[config.mk]
export PLATFORM = sky130hd
export DESIGN_NAME = mem_access_unit
export DESIGN_NICKNAME = d
export VERILOG_FILES = /design/src/rtl/mem_access_unit.sv
export SDC_FILE = /design/constraint.sdc
export NUM_CORES = 1
export LEC_CHECK = 0
export CAP_MARGIN = 20
export CORE_MARGIN = 2
export CORE_UTILIZATION = 44
export CTS_CLUSTER_DIAMETER = 80
export DETAILED_ROUTE_END_ITERATION = 6
export GPL_TIMING_DRIVEN = 0
export PLACE_DENSITY = 0.85
export SYNTH_ARGS = -nofsm -noshare
export SYNTH_HDL_FRONTEND = slang
export SYNTH_SLANG_ARGS = --single-unit
[constraint.sdc]
create_clock -name clk -period 4.1 [get_ports clk]
set_input_delay 0.615 -clock clk [delete_from_list [all_inputs] [get_ports clk]]
set_output_delay 0.615 -clock clk [all_outputs]
set_load 0.005 [all_outputs]
[src/rtl/mem_access_unit.sv]
// mem_access_unit: MEM-stage data-memory initiator.
// Issues one load/store at a time on a req/gnt/rvalid bus and stalls the
// pipeline until the access completes. The raw read word is presented on
// RamDataM; WB does the sub-word realignment using AluOutM[1:0].
//
// Build option: define MISALIGN_TRAP_EN to trap misaligned half/word accesses
// instead of silently clearing the offending low address bits.
//
// state | meaning
// ------+---------------------------------------------------------------
// IDLE  | no access in flight; a new access latches bus fields here
// REQ   | BusReq high, fields frozen, waiting for BusGnt
// WAIT  | read granted, waiting for BusRValid (with optional timeout)
// DONE  | single cycle with the stall released so MEM/WB captures
module mem_access_unit #(
  parameter int          TIMEOUT     = 255,
  parameter logic [31:0] RESET_RDATA = 32'h0000_0000
) (
  input  logic        clk,
  input  logic        rst,
  input  logic        MemReadM,
  input  logic        MemWriteM,
  input  logic [1:0]  MemSizeM,
  input  logic        FlushM,
  input  logic [31:0] AluOutM,
  input  logic [31:0] StoreDataM,
  output logic [31:0] RamDataM,
  output logic        MemStall,
  output logic        MemErrM,
  output logic        BusReq,
  output logic        BusWe,
  output logic [31:0] BusAddr,
  output logic [3:0]  BusWStrb,
  output logic [31:0] BusWData,
  input  logic        BusGnt,
  input  logic        BusRValid,
  input  logic [31:0] BusRData,
  input  logic        BusErr
);

  localparam logic [1:0] S_IDLE = 2'd0;
  localparam logic [1:0] S_REQ  = 2'd1;
  localparam logic [1:0] S_WAIT = 2'd2;
  localparam logic [1:0] S_DONE = 2'd3;

  // Counter only has to reach TIMEOUT-1 before the timeout fires.
  localparam int              CW       = (TIMEOUT > 1) ? $clog2(TIMEOUT) : 1;
  localparam logic [CW-1:0]   CNT_LAST = CW'(TIMEOUT - 1);

  logic [1:0]    state_q, state_d;
  logic [CW-1:0] cnt_q, cnt_d;
  logic [31:0]   rdata_q, rdata_d;
  logic          err_q, err_d;
  logic          we_q, we_d;
  logic [31:0]   addr_q, addr_d;
  logic [3:0]    strb_q, strb_d;
  logic [31:0]   wdata_q, wdata_d;

  logic          access;
  logic          trap;
  logic          timeout_hit;
  logic [3:0]    strb_nxt;
  logic [31:0]   wdata_nxt;

  assign access = (MemReadM | MemWriteM) & ~FlushM;

`ifdef MISALIGN_TRAP_EN
  logic misaligned;
  assign misaligned = ((MemSizeM == 2'b01) & AluOutM[0]) |
                      (MemSizeM[1] & (|AluOutM[1:0]));
  assign trap = (state_q == S_IDLE) & access & misaligned;
`else
  // Misaligned low bits simply fall away: the half strobe ignores addr[0]
  // and the word strobe ignores addr[1:0], and BusAddr is always word-aligned.
  assign trap = 1'b0;
`endif

  assign timeout_hit = (TIMEOUT != 0) && (cnt_q == CNT_LAST);

  // Byte-lane strobes and lane-replicated store data for the incoming access.
  always_comb begin
    strb_nxt  = 4'b1111;
    wdata_nxt = StoreDataM;
    case (MemSizeM)
      2'b00: begin
        strb_nxt  = 4'b0001 << AluOutM[1:0];
        wdata_nxt = {4{StoreDataM[7:0]}};
      end
      2'b01: begin
        strb_nxt  = 4'b0011 << {AluOutM[1], 1'b0};
        wdata_nxt = {2{StoreDataM[15:0]}};
      end
      default: begin
        strb_nxt  = 4'b1111;
        wdata_nxt = StoreDataM;
      end
    endcase
  end

  // Next-state logic for the access sequencer and its datapath registers.
  always_comb begin
    state_d = state_q;
    cnt_d   = cnt_q;
    rdata_d = rdata_q;
    err_d   = 1'b0;
    we_d    = we_q;
    addr_d  = addr_q;
    strb_d  = strb_q;
    wdata_d = wdata_q;
    case (state_q)
      S_IDLE: begin
        if (access && !trap) begin
          addr_d  = {AluOutM[31:2], 2'b00};
          we_d    = MemWriteM;
          strb_d  = strb_nxt;
          wdata_d = wdata_nxt;
          state_d = S_REQ;
        end
      end
      S_REQ: begin
        if (BusGnt) begin
          if (we_q) begin
            err_d   = BusErr;
            state_d = S_DONE;
          end else begin
            cnt_d   = '0;
            state_d = S_WAIT;
          end
        end
      end
      S_WAIT: begin
        cnt_d = cnt_q + CW'(1);
        if (BusRValid) begin
          rdata_d = BusErr ? RESET_RDATA : BusRData;
          err_d   = BusErr;
          state_d = S_DONE;
        end else if (timeout_hit) begin
          rdata_d = RESET_RDATA;
          err_d   = 1'b1;
          state_d = S_DONE;
        end
      end
      default: begin
        // DONE: the pipeline advances on this edge, so never reissue.
        state_d = S_IDLE;
      end
    endcase
  end

  // State and datapath registers with synchronous reset.
  always_ff @(posedge clk) begin
    if (rst) begin
      state_q <= S_IDLE;
      cnt_q   <= '0;
      rdata_q <= RESET_RDATA;
      err_q   <= 1'b0;
      we_q    <= 1'b0;
      addr_q  <= '0;
      strb_q  <= '0;
      wdata_q <= '0;
    end else begin
      state_q <= state_d;
      cnt_q   <= cnt_d;
      rdata_q <= rdata_d;
      err_q   <= err_d;
      we_q    <= we_d;
      addr_q  <= addr_d;
      strb_q  <= strb_d;
      wdata_q <= wdata_d;
    end
  end

  // Outputs: bus fields come straight from registers; stall and trap are
  // combinational so a trapped access never stalls and reports in-cycle.
  assign BusReq   = (state_q == S_REQ);
  assign BusWe    = we_q;
  assign BusAddr  = addr_q;
  assign BusWStrb = strb_q;
  assign BusWData = wdata_q;
  assign RamDataM = rdata_q;
  assign MemErrM  = err_q | trap;
  assign MemStall = ((state_q == S_IDLE) & access & ~trap) |
                    (state_q == S_REQ) | (state_q == S_WAIT);

endmodule

==> results of run 1 <==
[metal layers]
layer	vias up	GRT usage	wire length, um
met5	-	0	0
met4	0	0.133	514
met3	37	0.0902	1340
met2	224	0.435	6640
met1	2040	0.284	5420
li1	2106	-	-
[cells in the mapped netlist, types with 2 or more instances]
| cell | count | area, sq um |
|---|---|---|
| a21oi_2 | 2 | 17.5 |
| a211oi_1 | 15 | 113 |
| a211o_1 | 2 | 17.5 |
| buf_6 | 3 | 33.8 |
| ha_1 | 6 | 75.1 |
| a22o_1 | 32 | 280 |
| clkbuf_1 | 12 | 45.0 |
| nand2_1 | 114 | 428 |
| nor2_1 | 30 | 113 |
| inv_1 | 9 | 33.8 |
| a21oi_1 | 48 | 240 |
| a311oi_1 | 10 | 87.6 |
| mux2i_1 | 16 | 160 |
| buf_2 | 19 | 95.1 |
| a2111oi_4 | 2 | 55.1 |
| nand2b_1 | 2 | 12.5 |
| nor2_2 | 2 | 12.5 |
| nor3_1 | 2 | 10.0 |
| nand3_1 | 4 | 20.0 |
| dfxtp_1 | 110 | 2200 |
| o21ai_0 | 19 | 95.1 |
| buf_4 | 4 | 30.0 |
| o21bai_2 | 2 | 22.5 |
| xnor2_1 | 7 | 61.3 |
[where the power goes]
group	internal, mW	leakage [nW]	switching (mW)
clock network	0.222	0.0858	0.380
logic	0.512	1.55	0.495
registers	1.21	0.897	0.0864
total	1.94	2.53	0.961
[cell type report]
type,instances,area (sq um)
fill,814,2940
sequential,110,2200
timing repair buffer,205,2050
multi-input combinational,329,1960
buffer,38,204
tap,133,166
clock buffer,9,124
clock inverter,7,47.5
inverter,10,37.5
[worst min-delay path by stage]
stage	end	slack [ns]	depth (start not counted)
final	BusWData[27]	0.46	2
after global routing	BusAddr[8]	0.48	2
after CTS	BusAddr[8]	0.46	2
after detailed placement	BusAddr[8]	0.45	2
after global placement	BusAddr[24]	0.44	2
after floorplan	BusAddr[10]	0.45	2
[stage by stage]
stage | worst slack (ns) | cell area, sq um | hold slack [ns] | util | instances
finish | 0.854 | 6790 | 0.461 | 0.698 | 841
global route | 0.771 | 6790 | 0.477 | 0.698 | 841
CTS | 0.840 | 6790 | 0.463 | 0.698 | 841
detailed placement | 0.852 | 6620 | 0.449 | 0.680 | 825
global placement | 0.848 | 6620 | 0.442 | 0.680 | 825
floorplan | 2.07 | 4400 | 0.453 | - | 487
[flip-flops by register name (all words and copies together), names as in the netlist]
signal and count:
BusAddr 30, BusWData 32, BusWStrb 4, BusWe 1, MemErrM 1, RamDataM 32
cnt_q 8, state_q 2
[kinds of logic after synthesis]
group	Yosys count
AOI/OAI and AO/OA	138
and+or+nand+nor	160
xor gates and xnor gates	7
other	1
DFF	110
buffers and inverters	48
adders and majority gates	6
muxes	16
[worst register-to-register path, cell delays in order (launching register included)]
cell      delay [ns]
dfxtp_1         0.38
inv_1           0.09
ha_1            0.32
inv_1           0.27
a21oi_2         0.11
a21o_1          0.29
a211oi_1        0.24
==> flow_summary.toml, run 1 <==
[setup_path]
reg2reg_from = "state_q[0]"
crit_path_start = "MemWriteM"
critPathCapture = "MemStall"
reg2reg_to = "cnt_q[1]"
cp_top_family = "buffers and inverters"
crit_chain = "clkdlybuf4s50_1, o21bai_2, or2_1, buf_2, clkbuf_1, nand3_1, clkdlybuf4s50_1"
crit_fanout = 10
critical-path-max-stage-delay_ns = 0.47
crit_type = "in2out"
endpoint_kind = "primary output"
startpoint_type = "primary input"
cp.required_ns = 3.48
critical_path_arrival_ns = 2.63
rrSetupSlack_ns = 2.32
reg2regPathDepth = 6
cp.depth = 7
crit_top_cell = "clkdlybuf4s50_1"
critPathSlowestCell = "clkdlybuf4s50_1"
crit_buf_inv = 4

[clock_tree]
cts-root-buf = "clkbuf_8"
htreeDepth = 3
cts_buffers = 9
post_cts_resized = 0
ctsLongestPathBuffers = 2
cts_tree = "built"
post_cts_buffers = 0
ctsHoldBuffers = 0
cts_sinks = 110
path_clk_slew_ns = 0.10
insertion_delay_ns = 0.37

[placed_design]
hpwlAfterDp_um = 10800
gp_congestion = 0.893
numPortBuffers = 205

[timing]
post-route-min-period_ns = 3.25
fin_crit_sh = 0.792
tns_ns = 0
tightestPinTransition_ns = 0.547
rsz0062_at_grt = "no"
fmax_mhz = 308
max_slew_margin = 0.634
drv_slew = 0
fin_skew_ns = 0.0124
setup_violations = 0
hold_viol = 0

[final_layout]
final_nets = 815
final_cell_mix = "clkdlybuf4s50_1, nand2_1, dfxtp_1"
diodes = 0
drive_above_1_share = 0.0805
final_common_cell = "clkdlybuf4s50_1"
area_growth_pct = 54.5

[floorplan]
die_w_um = 104
io_pins = 210
dieArea_sq_um = 10800
start_util = 0.452
core-area_sq_um = 9730
fp.dieH_um = 104
num_rows = 36

[yosys]
yosys_warnings = 0
synth_flop_cell = "dfxtp_1"
synthSimpleGateAreaFrac = 0.150
syn-cell-area_sq_um = 4400
synth_cell_type_count = 38
synth_compound_area_frac = 0.226
synth_seq_cells = 110
synth_mux_area_frac = 0.0364
synth-xor-area-share = 0.0139
synth_cells = 486
synth-edff-count = 0
async_flop_share = 0
synth_top_family_by_area = "compound AO/OA/AOI/OAI gates"
syn_area_per_cell_sq_um = 9.04
seq_area_frac_synth = 0.501
synth_adder_area_share = 0.0171

[grt]
grt_max_degree = 19
antenna_found_initial = 0
grt_overflow = 0
grt_pass1_vias = 4437
grt_pass1_wl_um = 22400
grt_use_total = 0.257

[outcome]
status = "finished clean"

[drt]
drcViolationCount = 0
num_vias = 4407
first_pass_iters = 4
ant_nets = 0
wirelength_um = 13900
drtIter0Drc = 145
wire_per_inst_um = 16.6
via_per_inst = 5.24

[pwr]
leakagePower_nw = 2.53
p_total_mw = 2.91
ir_worst_vdd_mv = 0.242
powerDensity_nw_per_um2 = 428

[worst_hold_path]
hold_path_class = "reg2reg"
worstHoldStart = "BusWData[27]"

[run]
maxCapViolCount = 0
Power figures use the tool's default switching activity.
==> run 2, diff against run 1 <==
CORE_UTILIZATION = 37   (was 44)
PLACE_DENSITY = 0.76   (was 0.85)
clock period = 2.7 ns   (was 4.1 ns; I/O delays follow)
==> run 2 against run 1 <==
Against the previous run:
- the run now ends with design-rule violations left
- register-to-register slack lost 1.5 ns
- die area grew 18%
- combinational power increased by 51%
- sequential power up 52%
- count of clock-buffer cells in the layout stayed put
- worst hold slack got worse by 0.0072 ns
- sequential cell count is the same
- global-route usage decreased by 4.5 points
- critical path depth stayed put
- wire length increased by 0.31%
- total power grew 70%
- critical path type is now reg2out
- largest power group unchanged
==> flow_summary.toml, run 2 (synthesis results as in run 1) <==
[outcome]
status = "finished, violations left"
violations = "design-rule violations"

[drt]
via_per_inst = 5.05
wirelength_um = 14000
ant_nets = 0
first_pass_iters = 7
num_vias = 4290
drtIter0Drc = 230
wire_per_inst_um = 16.4
drcViolationCount = 19

[final_layout]
final_cell_mix = "clkdlybuf4s50_1, nand2_1, dfxtp_1"
drive_above_1_share = 0.0806
fin_area_sq_um = 6950
final_common_cell = "clkdlybuf4s50_1"
postLayoutCoreUtil = 0.603
final_nets = 814
diodes = 0
area_growth_pct = 58.1
num-fill-cells = 988

[pwr]
ir_worst_vdd_mv = 0.339
leakagePower_nw = 2.59
powerDensity_nw_per_um2 = 709

[setup_path]
rrSetupSlack_ns = 0.84
reg2regPathDepth = 8
crit_chain = "inv_1, ha_1, inv_1, or2_1, buf_2, nand3_1, clkdlybuf4s50_1"
reg2reg_to = "BusAddr[23]"
critical_path_arrival_ns = 2.13
cp.depth = 7
critPathSlowestCell = "clkdlybuf4s50_1"
cp_top_family = "buffers and inverters"
crit_fanout = 13
crit_buf_inv = 4
reg2reg_from = "state_q[0]"
cp.required_ns = 2.30
startpoint_type = "register"
endpoint_kind = "primary output"
critical-path-max-stage-delay_ns = 0.51
crit_top_cell = "inv_1"
crit_type = "reg2out"

[worst_hold_path]
min_path_cells = 2
worstHoldStart = "BusAddr[10]"
hold_path_class = "reg2reg"
holdPathEnd = "BusAddr[10]"

[placed_design]
gp_congestion = 0.863
numPortBuffers = 205
hpwlAfterDp_um = 10700
placed_area_sq_um = 6630

[timing]
max_slew_margin = 0.644
post-route-min-period_ns = 2.54
tightestPinTransition_ns = 0.532
hold_viol = 0
fin_skew_ns = 0.00890
fmax_mhz = 394
fin_crit_sh = 0.939
tns_ns = 0
drv_slew = 0
rsz0062_at_grt = "no"
setup_violations = 0

[clock_tree]
post_cts_resized = 0
path_clk_slew_ns = 0.07
cts-root-buf = "clkbuf_16"
cts_buffers = 9
ctsLongestPathBuffers = 2
ctsHoldBuffers = 0
htreeDepth = 3
insertion_delay_ns = 0.35
cts_tree = "built"
post_cts_buffers = 0
cts_sinks = 110

[floorplan]
io_pins = 210
dieArea_sq_um = 12800
num_rows = 39
start_util = 0.382
fp.dieH_um = 113
die_w_um = 113
core-area_sq_um = 11500

[run]
maxCapViolCount = 0

[grt]
antenna_found_initial = 0
grt_use_total = 0.211
grt_pass1_vias = 4145
grt_max_degree = 19
grt_pass1_wl_um = 21300
grt_overflow = 0
-- run 2: cell types whose count changed in the layout (fill, tap and decap cells not counted), sizes merged --
cell,change
clkbuf,-1
clkinv,-2
inv,-1
clkinvlp,+1
bufinv,+2
-- run 2: power breakdown --
group / total, mW / internal, mW / switching [mW] / leakage, nW
combinational: 1.53 / 0.776 / 0.752 / 1.55
clock: 1.43 / 0.815 / 0.616 / 0.148
sequential: 1.97 / 1.84 / 0.131 / 0.897
-- run 2: worst min-delay path, cell delays in order, from the launching register on --
cell and delay, ns:
dfxtp_1 0.31, nand2_1 0.05, a21oi_1 0.05
-- run 2: how the worst max path moves through the flow --
stage                          end       start
after floorplan           MemStall  state_q[0]
after detailed placement  MemStall   MemWriteM
final                     MemStall  state_q[0]
after CTS                 MemStall  state_q[1]
after global routing      MemStall  state_q[1]
after global placement    MemStall   MemWriteM
-- run 2: through the flow --
step / cells / total power [mW] / setup WS, ns / hold WS [ns]
4_1_cts: 850 / 4.98 / 0.133 / 0.458
3_5_place_dp: 835 / 3.54 / -0.0813 / 0.448
6_report: 850 / 4.93 / 0.165 / 0.454
2_1_floorplan: 487 / 2.73 / 1.03 / 0.453
3_3_place_gp: 835 / 3.49 / -0.0992 / 0.442
5_1_grt: 850 / 5.19 / 0.0357 / 0.477
-- run 2: final cells by class --
cell class | count | area [sq um] | area share
Clock buffer | 9 | 225 | 0.0324
Sequential cell | 110 | 2200 | 0.317
Multi-Input combinational cell | 329 | 1960 | 0.281
Timing Repair Buffer | 205 | 2050 | 0.295
Inverter | 10 | 37.5 | 0.00540
Buffer | 37 | 200 | 0.0288
Clock inverter | 7 | 96.3 | 0.0139
Tap cell | 143 | 179 | 0.0258
-- run 2: routing by layer --
| layer | routed length [um] | GRT usage | up-vias |
|---|---|---|---|
| li1 | - | - | 2109 |
| met1 | 5530 | 0.238 | 1983 |
| met2 | 6820 | 0.371 | 187 |
| met3 | 1490 | 0.0750 | 11 |
| met4 | 135 | 0.0740 | 0 |
| met5 | 0 | 0 | - |
==> run 3, diff against run 2 <==
SKIP_CTS_REPAIR_TIMING = 1   (was default)
==> run 3 against run 2 <==
Against the previous run:
- the run still ends with design-rule violations left
- clock power about the same
- sequential share of layout area unchanged
- via count rose by 0.28%
- sequential cell count unchanged
- die area did not move
- sequential power is essentially flat
- worst hold slack is the same
- design area stayed put
- utilization did not move
- count of clock-buffer cells in the layout is the same
- setup slack improved by 0.0013 ns
- critical path type unchanged
- largest cell class unchanged
==> flow_summary.toml, run 3 (synthesis results as in run 1) <==
[drt]
wire_per_inst_um = 16.4
ant_nets = 0
wirelength_um = 14000
top_layer_used = "met4"
via_per_inst = 5.06
routedLengthMet1_um = 5480
drtIter0Drc = 236
drcViolationCount = 19
route.met2.wl_um = 6820
num_vias = 4302
wl_met3_um = 1520
first_pass_iters = 7

[placed_design]
gp_congestion = 0.863
hpwlAfterDp_um = 10700
numPortBuffers = 205
dp_slack_ns = -0.0813
dp_cells = 835

[timing]
setup_violations = 0
max_slew_margin = 0.652
tightestPinTransition_ns = 0.518
drv_slew = 0
fin_crit_sh = 0.939
post-route-min-period_ns = 2.53
rsz0062_at_grt = "no"
fmax_mhz = 395
finalWorstSetupSlack_ns = 0.166
tns_ns = 0
fin_skew_ns = 0.00934
hold_viol = 0

[grt]
grt_pass1_vias = 4148
grt_use_total = 0.211
grt_pass1_wl_um = 21300
grt_max_degree = 19
antenna_found_initial = 0
grt_overflow = 0

[setup_path]
cp.required_ns = 2.30
startpoint_type = "register"
endpoint_kind = "primary output"
critical_path_arrival_ns = 2.13
crit_top_cell = "inv_1"
critical-path-max-stage-delay_ns = 0.51
critPathSlowestCell = "clkdlybuf4s50_1"
crit_type = "reg2out"
crit_fanout = 13
crit_chain = "inv_1, ha_1, inv_1, or2_1, buf_2, nand3_1, clkdlybuf4s50_1"

[pwr]
p_seq_frac = 0.400
power_frac_clock = 0.290
powerDensity_nw_per_um2 = 709
power.switching_mw = 1.50
leakagePower_nw = 2.59
combPwrFrac = 0.310
ir_worst_vdd_mv = 0.339
netSwitchingFraction = 0.304
internal_power_mw = 3.43

[floorplan]
start_util = 0.382
io_pins = 210
dieArea_sq_um = 12800
num_rows = 39
fp.dieH_um = 113
die_w_um = 113
core-area_sq_um = 11500

[worst_hold_path]
hold_path_class = "reg2reg"

[clock_tree]
ctsLongestPathBuffers = 2
insertion_delay_ns = 0.35
path_clk_slew_ns = 0.07
cts_tree = "built"
cts_buffers = 9
cts-root-buf = "clkbuf_16"
cts_sinks = 110
htreeDepth = 3

[final_layout]
postLayoutCoreUtil = 0.603
final_common_cell = "clkdlybuf4s50_1"
instances_no_fill = 850
final_nets = 814
drive_above_1_share = 0.0806
area_growth_pct = 58.1
final_cell_mix = "clkdlybuf4s50_1, nand2_1, dfxtp_1"
diodes = 0
num-fill-cells = 988

[run]
maxCapViolCount = 0

[outcome]
status = "finished, violations left"
violations = "design-rule violations"
## run 3: cell counts in the layout (fill, tap and decap cells not counted)
No cell type changed its count.
## run 3: per-stage QoR
stage	cell area [sq um]	hold slack, ns	power, mW
3_3_place_gp	6630	0.442	3.49
3_5_place_dp	6630	0.448	3.54
2_1_floorplan	4400	0.453	2.73
5_1_grt	6950	0.477	5.19
4_1_cts	6950	0.458	4.99
6_report	6950	0.454	4.93
## run 3: cell type report
cell class / instances / area [sq um] / area share
buffer: 37 / 200 / 0.0288
clock buffer: 9 / 225 / 0.0324
clock inverter: 7 / 96.3 / 0.0139
inverter: 10 / 37.5 / 0.00540
multi-input combinational: 329 / 1960 / 0.281
sequential: 110 / 2200 / 0.317
tap: 143 / 179 / 0.0258
timing repair buffer: 205 / 2050 / 0.295
## run 3: routing by layer
| metal | track usage | vias up |
|---|---|---|
| met5 | 0 | - |
| met2 | 0.370 | 195 |
| met4 | 0.0740 | 0 |
| met1 | 0.239 | 1987 |
| met3 | 0.0750 | 11 |
| li1 | - | 2109 |
## run 3: critical path, delay by kind of cell (launching register included)
family,cells,cell delay [ns]
adders and majority gates,1,0.21
DFF,1,0.33
buffers and inverters,4,0.89
and+or+nand+nor,2,0.35
## run 3: final timing paths
| path | cells past startpoint | to | slack [ns] | startpoint |
|---|---|---|---|---|
| hold reg to reg | 2 | BusAddr[10] | 0.45 | BusAddr[10] |
| hold / removal | 2 | BusAddr[10] | 0.45 | BusAddr[10] |
| setup reg to reg | 8 | BusAddr[23] | 0.83 | state_q[0] |
| setup / recovery | 7 | MemStall | 0.17 | state_q[0] |
## run 3: power groups by stage
stage	sequential [mW]	combinational, mW	clock (mW)
3_3_place_gp	1.99	1.50	0
5_1_grt	2.00	1.67	1.53
2_1_floorplan	2.00	0.723	0
6_report	1.97	1.53	1.43
4_1_cts	1.97	1.54	1.47
3_5_place_dp	2.01	1.53	0
